**config.mk**
```make
export PLATFORM = sky130hd
export DESIGN_NAME = ft_recovery_ctrl
export DESIGN_NICKNAME = d
export VERILOG_FILES = /design/src/rtl/ft_pkg.sv /design/src/rtl/ft_recovery_ctrl.sv
export SDC_FILE = /design/constraint.sdc
export NUM_CORES = 1
export LEC_CHECK = 0
export CAP_MARGIN = 20
export CORE_MARGIN = 8
export CORE_UTILIZATION = 42
export DETAILED_ROUTE_END_ITERATION = 8
export HOLD_SLACK_MARGIN = 0.03
export PLACE_DENSITY = 0.9
export SETUP_SLACK_MARGIN = 0.3
export SKIP_CTS_REPAIR_TIMING = 1
export SLEW_MARGIN = 20
export SYNTH_ARGS = -nofsm -noshare
export SYNTH_HDL_FRONTEND = slang
export SYNTH_SLANG_ARGS = --single-unit
```
**constraint.sdc**
```tcl
create_clock -name clk_i -period 2.5 [get_ports clk_i]
set_clock_uncertainty 0.05 [all_clocks]
set_input_delay 0.375 -clock clk_i [delete_from_list [all_inputs] [get_ports clk_i]]
set_output_delay 0.375 -clock clk_i [all_outputs]
set_load 0.01 [all_outputs]
```
**src/rtl/ft_pkg.sv**
```systemverilog
// ft_pkg: constants and state encoding shared by the recovery sequencer and the checkpoint memory
package ft_pkg;
  localparam int unsigned REG_BYTE_STRIDE = 4;
  localparam int unsigned PC_WORD_ADDR = 128;
  localparam logic [31:0] PC_SLOT_BYTE_ADDR = 32'(PC_WORD_ADDR * REG_BYTE_STRIDE);
  typedef enum logic [2:0] {IDLE, HALT, REQ, WAIT, WRITE, DONE, FAIL} rec_state_e;
  function automatic logic [31:0] word_byte_addr(input int unsigned idx);
    return 32'(idx * REG_BYTE_STRIDE);
  endfunction
endpackage

```
**src/rtl/ft_recovery_ctrl.sv**
```systemverilog
// ft_recovery_ctrl: halts the core, replays checkpointed registers and PC from memory, then releases it
//   recover_i            start a restore (accepted in IDLE or FAIL)
//   halt_o / halted_i    core freeze request and acknowledge
//   req_o gnt_i rvalid_i addr_o rdata_i err_i   one-outstanding read port to checkpoint memory
//   rf_we_o rf_waddr_o rf_wdata_o               register-file write port
//   pc_we_o pc_o                                 PC load port
//   busy_o done_o fail_o                         status (fail_o sticky until next accepted restore)
module ft_recovery_ctrl
  import ft_pkg::*;
#(
  parameter int unsigned NUM_REGS     = 32,
  parameter bit          SKIP_R0      = 1'b1,
  parameter int unsigned PC_WORD_ADDR = ft_pkg::PC_WORD_ADDR,
  parameter int unsigned TIMEOUT      = 8
) (
  input  logic        clk_i,
  input  logic        rst_ni,
  input  logic        recover_i,
  output logic        halt_o,
  input  logic        halted_i,
  output logic        req_o,
  input  logic        gnt_i,
  input  logic        rvalid_i,
  output logic [31:0] addr_o,
  input  logic [31:0] rdata_i,
  input  logic        err_i,
  output logic        rf_we_o,
  output logic [4:0]  rf_waddr_o,
  output logic [31:0] rf_wdata_o,
  output logic        pc_we_o,
  output logic [31:0] pc_o,
  output logic        busy_o,
  output logic        done_o,
  output logic        fail_o
);
  localparam int IW = $clog2(NUM_REGS);
  localparam int TW = $clog2(TIMEOUT + 1);
  localparam logic [IW-1:0] START_IDX = IW'(SKIP_R0 ? 1 : 0);
  localparam logic [IW-1:0] LAST_IDX = IW'(NUM_REGS - 1);
  localparam logic [31:0] PC_ADDR = word_byte_addr(PC_WORD_ADDR);
  rec_state_e state_q;
  logic [IW-1:0] idx_q;
  logic [TW-1:0] tmo_q;
  logic pc_phase_q, gnt_seen_q;
  logic halt_q, req_q, rf_we_q, pc_we_q, busy_q, done_q, fail_q;
  logic [31:0] addr_q, rf_wdata_q, pc_q;
  logic [4:0] rf_waddr_q;
  logic gnt_ok;
  // a grant in the same cycle as rvalid still counts as granted
  assign gnt_ok = gnt_seen_q | gnt_i;
  always_ff @(posedge clk_i) begin
    if (!rst_ni) begin
      state_q    <= IDLE;
      idx_q      <= '0;
      tmo_q      <= '0;
      pc_phase_q <= 1'b0;
      gnt_seen_q <= 1'b0;
      halt_q     <= 1'b0;
      req_q      <= 1'b0;
      rf_we_q    <= 1'b0;
      pc_we_q    <= 1'b0;
      busy_q     <= 1'b0;
      done_q     <= 1'b0;
      fail_q     <= 1'b0;
      addr_q     <= '0;
      rf_waddr_q <= '0;
      rf_wdata_q <= '0;
      pc_q       <= '0;
    end else begin
      // strobes and their payloads are only valid for the cycle they are issued
      req_q      <= 1'b0;
      rf_we_q    <= 1'b0;
      pc_we_q    <= 1'b0;
      done_q     <= 1'b0;
      addr_q     <= '0;
      rf_waddr_q <= '0;
      rf_wdata_q <= '0;
      pc_q       <= '0;
      case (state_q)
        IDLE, FAIL: if (recover_i) begin
          state_q    <= HALT;
          halt_q     <= 1'b1;
          busy_q     <= 1'b1;
          fail_q     <= 1'b0;
          idx_q      <= START_IDX;
          pc_phase_q <= 1'b0;
        end
        HALT: if (halted_i) begin
          state_q <= REQ;
          req_q   <= 1'b1;
          addr_q  <= word_byte_addr(32'(idx_q));
        end
        REQ: begin
          state_q    <= WAIT;
          tmo_q      <= '0;
          gnt_seen_q <= gnt_i;
        end
        WAIT: begin
          gnt_seen_q <= gnt_ok;
          tmo_q      <= tmo_q + 1'b1;
          if (rvalid_i && !err_i && gnt_ok) begin
            state_q    <= WRITE;
            rf_we_q    <= !pc_phase_q;
            rf_waddr_q <= pc_phase_q ? 5'd0 : 5'(idx_q);
            rf_wdata_q <= pc_phase_q ? 32'd0 : rdata_i;
            pc_we_q    <= pc_phase_q;
            pc_q       <= pc_phase_q ? rdata_i : 32'd0;
          end else if (rvalid_i || tmo_q == TW'(TIMEOUT - 1)) begin
            // core stays halted so it never runs on a half-restored context
            state_q <= FAIL;
            fail_q  <= 1'b1;
            busy_q  <= 1'b0;
          end
        end
        WRITE: if (pc_phase_q) begin
          state_q <= DONE;
          done_q  <= 1'b1;
        end else begin
          state_q <= REQ;
          req_q   <= 1'b1;
          if (idx_q == LAST_IDX) begin
            pc_phase_q <= 1'b1;
            addr_q     <= PC_ADDR;
          end else begin
            idx_q  <= idx_q + 1'b1;
            addr_q <= word_byte_addr(32'(idx_q) + 32'd1);
          end
        end
        DONE: begin
          state_q <= IDLE;
          halt_q  <= 1'b0;
          busy_q  <= 1'b0;
        end
        default: state_q <= IDLE;
      endcase
    end
  end
  assign halt_o     = halt_q;
  assign req_o      = req_q;
  assign addr_o     = addr_q;
  assign rf_we_o    = rf_we_q;
  assign rf_waddr_o = rf_waddr_q;
  assign rf_wdata_o = rf_wdata_q;
  assign pc_we_o    = pc_we_q;
  assign pc_o       = pc_q;
  assign busy_o     = busy_q;
  assign done_o     = done_q;
  assign fail_o     = fail_q;
endmodule

```
==> flow_summary.ini, run 1 <==
[timing]
worst_pin_slew_ps = 742
rsz0062_at_grt = false
finalHoldViolations = 0
hold_ws_ps = 428
max_freq_mhz = 474
period_share_pct = 84.4
drv_slew = 0
period_minus_slack_ps = 2110
final-setup-viol-count = 0
finalSetupTns_ps = 0
max_slew_margin_pct = 50.5

[clock_network]
root_buffer = clkbuf_8
clockBufferDepth = 2
cts.sinks = 97
cts_buffers = 9
clk_pin_slew_ps = 100
cts_tree = yes
h-tree-depth = 3
clk_latency_ps = 360

[final_layout]
nets = 495
regArea_um2 = 1940
fillers = 640
final_core_util_pct = 61.1
area_growth_pct = 42.1
layout-drive-gt1-share_pct = 7.88
multi_input_area_um2 = 1370
antenna_cells = 0

[synthesis]
synthXorXnorAreaFrac_pct = 0.249
synth_edf_count = 0
ys_top_cells_by_area = dfxtp_1 55%, and2_1 12%, buf_4 6.2%
yosys.area_share.simple_pct = 26.0
synth_area_leader_cell = dfxtp_1
yosys.area.top_type_share_pct = 55.2
synthDistinctLibCells = 53
syn_inst = 332
synth_top_family_by_area = simple AND/OR/NAND/NOR gates
synth_top_flop_cell = dfxtp_1
synth_compound_area_share_pct = 8.21
ys_seq_area_share_pct = 55.2
synth_area_per_cell_um2 = 10.6
synth_mux_area_share_pct = 0.569
ys_ff_latch = 97
synthAdderAreaFrac_pct = 1.07
yosys_warnings = 0
syn_area_um2 = 3520
synthArstFlopShare_pct = 0

[route]
drc = 0
drt_iter0_markers = 84
wl_per_cell_um = 16.4
drt-pass1-iter-count = 4
wirelength_um = 9210
vias = 2713
postRouteAntennaNets = 0
viasPerCell = 4.83

[hold_path]
hold_depth = 2
min_from = gnt_seen_q
min_to = gnt_seen_q
hold_path_class = flop to flop

[placement]
place_congestion = 0.819
dpl.hpwl_um = 6920
io_buffers = 121

[global_routing]
grt_max_degree = 39
antenna_found_initial = 0
grt_pass1_wl_um = 14200
overflow = 0
grtUsageTotal_pct = 15.7
grt_pass1_vias = 2672

[floorplan]
die_h_um = 108
io-pin-count = 147
core.rowCount = 33
core-area_um2 = 8180
dieArea_um2 = 11600
initial_core_util_pct = 43.0
die_x_um = 108

[status]
status = finished, final reports clean

[power]
ir_worst_vdd_v = 0.000247
power.density_nw_per_um2 = 619
power.leakage_nw = 1.94

[setup_path]
endpoint_kind = flop
cpMaxStageDelayCell = or4b_4
reg2reg_depth = 6
crit_chain = ha_1 > and3_1 > ha_1 > or4b_4 > a31oi_4 > o221ai_1
crit_top_cell = ha_1
cp-start-kind = flop
path_class = flop to flop
required_ps = 2690
reg2reg_slack_ps = 390
timing.rr.end = idx_q[3]
critical_path_arrival_ps = 2300
cpLargestDelayFamily = simple AND/OR/NAND/NOR gates
rr_startpoint = idx_q[0]
max_stage_delay_ps = 510
cp_max_fo = 8
cp.buffers_inverters = 0

[job]
maxCapViolations = 0
## state kept, by name, summed over array words and instances (netlist names)
| register | cells |
|---|---|
| pc_o | 32 |
| rf_wdata_o | 32 |
| rf_we_o | 1 |
| tmo_q | 4 |
| rf_waddr_o | 5 |
| halt_o | 1 |
| req_o | 1 |
| done_o | 1 |
| gnt_seen_q | 1 |
| addr_o | 7 |
| busy_o | 1 |
| fail_o | 1 |
| idx_q | 5 |
| pc_we_o | 1 |
| pc_phase_q | 1 |
| state_q | 3 |
## layout make-up
cell class | count | area share, %
repair buffers | 129 | 25.4
clock buffers | 9 | 2.48
well taps | 105 | 2.63
clock inverters | 6 | 2.75
inverters | 5 | 0.375
multi-input cells | 211 | 27.5
flip-flops and latches | 97 | 38.9
## per-stage QoR
step	instances	total power [mW]	setup slack [ps]	instance area (um^2)
after floorplan	356	1.76	497	3610
after CTS	562	3.11	342	5000
final	562	3.09	391	5000
after global routing	562	3.21	314	5000
after global placement	547	1.83	415	4740
after detailed placement	547	1.84	350	4740
## routing by layer
metal  global-route usage [%]  up-vias  share of wire [%]
met2                     26.6      130                 47
met1                     17.7     1267                 43
li1                         -     1308                  -
met4                     5.35        0                1.0
met5                        0        -                  0
met3                     5.63        8                9.3
## Yosys cell counts, drive strengths merged (2+ instances only)
library cell / number
a311oi: 3
nand3: 8
ha: 3
o221a: 2
clkbuf: 3
or3b: 2
nand2: 11
inv: 5
nor3b: 2
nand4: 2
a21oi: 8
nand2b: 8
nor4b: 2
nor4bb: 2
o221ai: 2
a211oi: 2
dfxtp: 97
nand3b: 3
nor2: 7
mux2i: 2
or3: 2
and3: 4
buf: 40
and2: 69
a31oi: 6
nor2b: 6
o21ai: 8
nor4: 4
nand4b: 4
## cells in the final DEF, fill, tap and decap left out, types with 8 or more instances in the layout
| cell type | synthesis | layout |
|---|---|---|
| clkdlybuf4s50_1 | 0 | 121 |
| dfxtp_1 | 97 | 96 |
| and2_1 | 69 | 69 |
| conb_1 | 1 | 25 |
| nand2_1 | 11 | 11 |
| clkbuf_8 | 0 | 9 |
| nand2b_1 | 8 | 8 |
| a21oi_1 | 8 | 8 |
| nand3_1 | 8 | 8 |
| o21ai_0 | 8 | 8 |
| buf_4 | 29 | 8 |
## worst min-delay path: cells and delay by family (launching register included)
family	cells	cell delay, ps
flip-flops	1	320
AO/OA/AOI/OAI	2	120
## logic make-up (layout without fill, tap and decap cells)
family | Yosys count | in the layout
simple gates | 140 | 140
flops | 97 | 97
buf+inv | 48 | 149
compound gates | 40 | 40
fa+ha+maj | 3 | 3
mux | 2 | 2
other cells | 1 | 25
xor+xnor | 1 | 1
## power breakdown
group	total [mW]	internal, mW	switching [mW]
clock	1.29	0.767	0.523
combinational	0.223	0.115	0.108
sequential	1.58	1.56	0.0241
total	3.09	2.44	0.655
## how the worst max path moves through the flow
stage	startpoint	to	slack, ps	cells past startpoint
final	idx_q[0]	idx_q[3]	390	6
after global routing	idx_q[1]	idx_q[3]	310	6
after CTS	idx_q[0]	idx_q[3]	340	6
after detailed placement	idx_q[0]	idx_q[3]	350	6
after global placement	idx_q[0]	idx_q[3]	410	6
after floorplan	idx_q[0]	idx_q[3]	500	6
Power figures use the tool's default switching activity.
==> run 2, diff against run 1 <==
- clock period: 2.5 -> 2.05 ns (I/O delays scaled with it)
==> flow_summary.ini, run 2 (same netlist as run 1, synthesis figures left out) <==
[status]
status = finished, final reports clean

[global_routing]
antenna_found_initial = 0
grtUsageTotal_pct = 14.6
grt_pass1_wl_um = 13300
grt_max_degree = 34
grt_pass1_vias = 2678
overflow = 0

[timing]
period_minus_slack_ps = 1970
max_freq_mhz = 507
max_slew_margin_pct = 64.6
drv_slew = 0
finalSetupTns_ps = 0
final-setup-viol-count = 0
rsz0062_at_grt = true
worst_pin_slew_ps = 531
finalHoldViolations = 0
period_share_pct = 96.2

[setup_path]
critical_path_arrival_ps = 2150
cp-startpoint = idx_q[0]
cp-start-kind = flop
cpLargestDelayFamily = simple AND/OR/NAND/NOR gates
cpMaxStageDelayCell = or4b_4
max_stage_delay_ps = 490
required_ps = 2220
cp.buffers_inverters = 0
path_class = flop to flop
rr_startpoint = idx_q[0]
crit_chain = ha_4 > and3_4 > ha_4 > or4b_4 > a31oi_4 > o221ai_1
crit_top_cell = ha_4
cp_max_fo = 7
endpoint_kind = flop

[power]
power.leakage_nw = 1.95
power.density_nw_per_um2 = 707
ir_worst_vdd_v = 0.000430

[hold_path]
min_from = tmo_q[0]
hold_path_class = flop to flop

[route]
drt-pass1-iter-count = 4
vias = 2729
wl_per_cell_um = 15.7
wl_met2_um = 4080
postRouteAntennaNets = 0
viasPerCell = 4.79
highest_layer = met4
route.met3.wl_um = 788
drc = 0
drt-met1-wl_um = 3990
wirelength_um = 8950
drt_iter0_markers = 88

[floorplan]
io-pin-count = 147
core.rowCount = 33
initial_core_util_pct = 43.0
die_h_um = 108
core-area_um2 = 8180
dieArea_um2 = 11600
die_x_um = 108

[final_layout]
antenna_cells = 0
layout_commonest_cell = clkdlybuf4s50_1
layout-drive-gt1-share_pct = 10.5
nets = 502
area_growth_pct = 44.0
postLayoutCellArea_um2 = 5070
fillers = 653
layout_common_cells = 121 x clkdlybuf4s50_1, 93 x dfxtp_1, 69 x and2_1

[job]
maxCapViolations = 0

[placement]
place_congestion = 0.825
post_dp_cell_area_um2 = 4810
io_buffers = 121
dpl.hpwl_um = 6920

[clock_network]
cts_tree = yes
clockBufferDepth = 2
cts_buffers = 9
cts.sinks = 97
clk_pin_slew_ps = 100
root_buffer = clkbuf_8
h-tree-depth = 3
clk_latency_ps = 350
## run 2: cell count changes in the layout (fill, tap and decap cells not counted), sizes merged
cell      previous run  this run
bufinv               4         2
buf                  8        15
clkinvlp             0         1
clkbuf               9        11
## run 2: path summary, 6_finish.rpt
| kind | end | slack [ps] | cells past startpoint |
|---|---|---|---|
| setup / recovery | idx_q[3] | 80 | 6 |
| hold / removal | tmo_q[0] | 440 | 2 |
| setup reg to reg | idx_q[3] | 80 | 6 |
| hold reg to reg | tmo_q[0] | 440 | 2 |
## run 2: per-layer routing
layer / vias up / GRT usage (%)
li1: 1328 / -
met1: 1243 / 17.6
met2: 150 / 23.6
met3: 8 / 4.73
met4: 0 / 5.45
met5: - / 0
## run 2: report_power, final
group	total, mW	leakage (nW)	internal (mW)	switching [mW]
Sequential	1.93	0.784	1.90	0.0303
Combinational	0.282	1.06	0.149	0.133
Clock	1.37	0.111	0.731	0.637
## run 2: through the flow
| step | utilization, % | instances | power [mW] | hold WS (ps) | setup WS [ps] |
|---|---|---|---|---|---|
| after floorplan | - | 356 | 2.15 | 379 | 214 |
| after global placement | 58.9 | 551 | 2.24 | 408 | 153 |
| after detailed placement | 58.9 | 551 | 2.25 | 427 | 92.6 |
| after CTS | 61.6 | 567 | 3.61 | 440 | 75.1 |
| after global routing | 62.0 | 570 | 3.73 | 469 | 23.0 |
| final | 62.0 | 570 | 3.58 | 438 | 77.7 |
## run 2: worst reg2reg max path, stage by stage (launching register included)
cell	delay, ps
dfxtp_4	380
ha_4	180
and3_4	190
ha_4	160
or4b_4	490
a31oi_4	250
o221ai_1	160
## run 2: cell type report
class	instances	area [um^2]	area share [%]
clock buffer	11	141	2.79
clock inverter	5	85.1	1.68
inverter	5	18.8	0.370
multi-input combinational	211	1400	27.7
sequential	97	1950	38.5
tap	105	131	2.59
timing repair buffer	136	1340	26.4
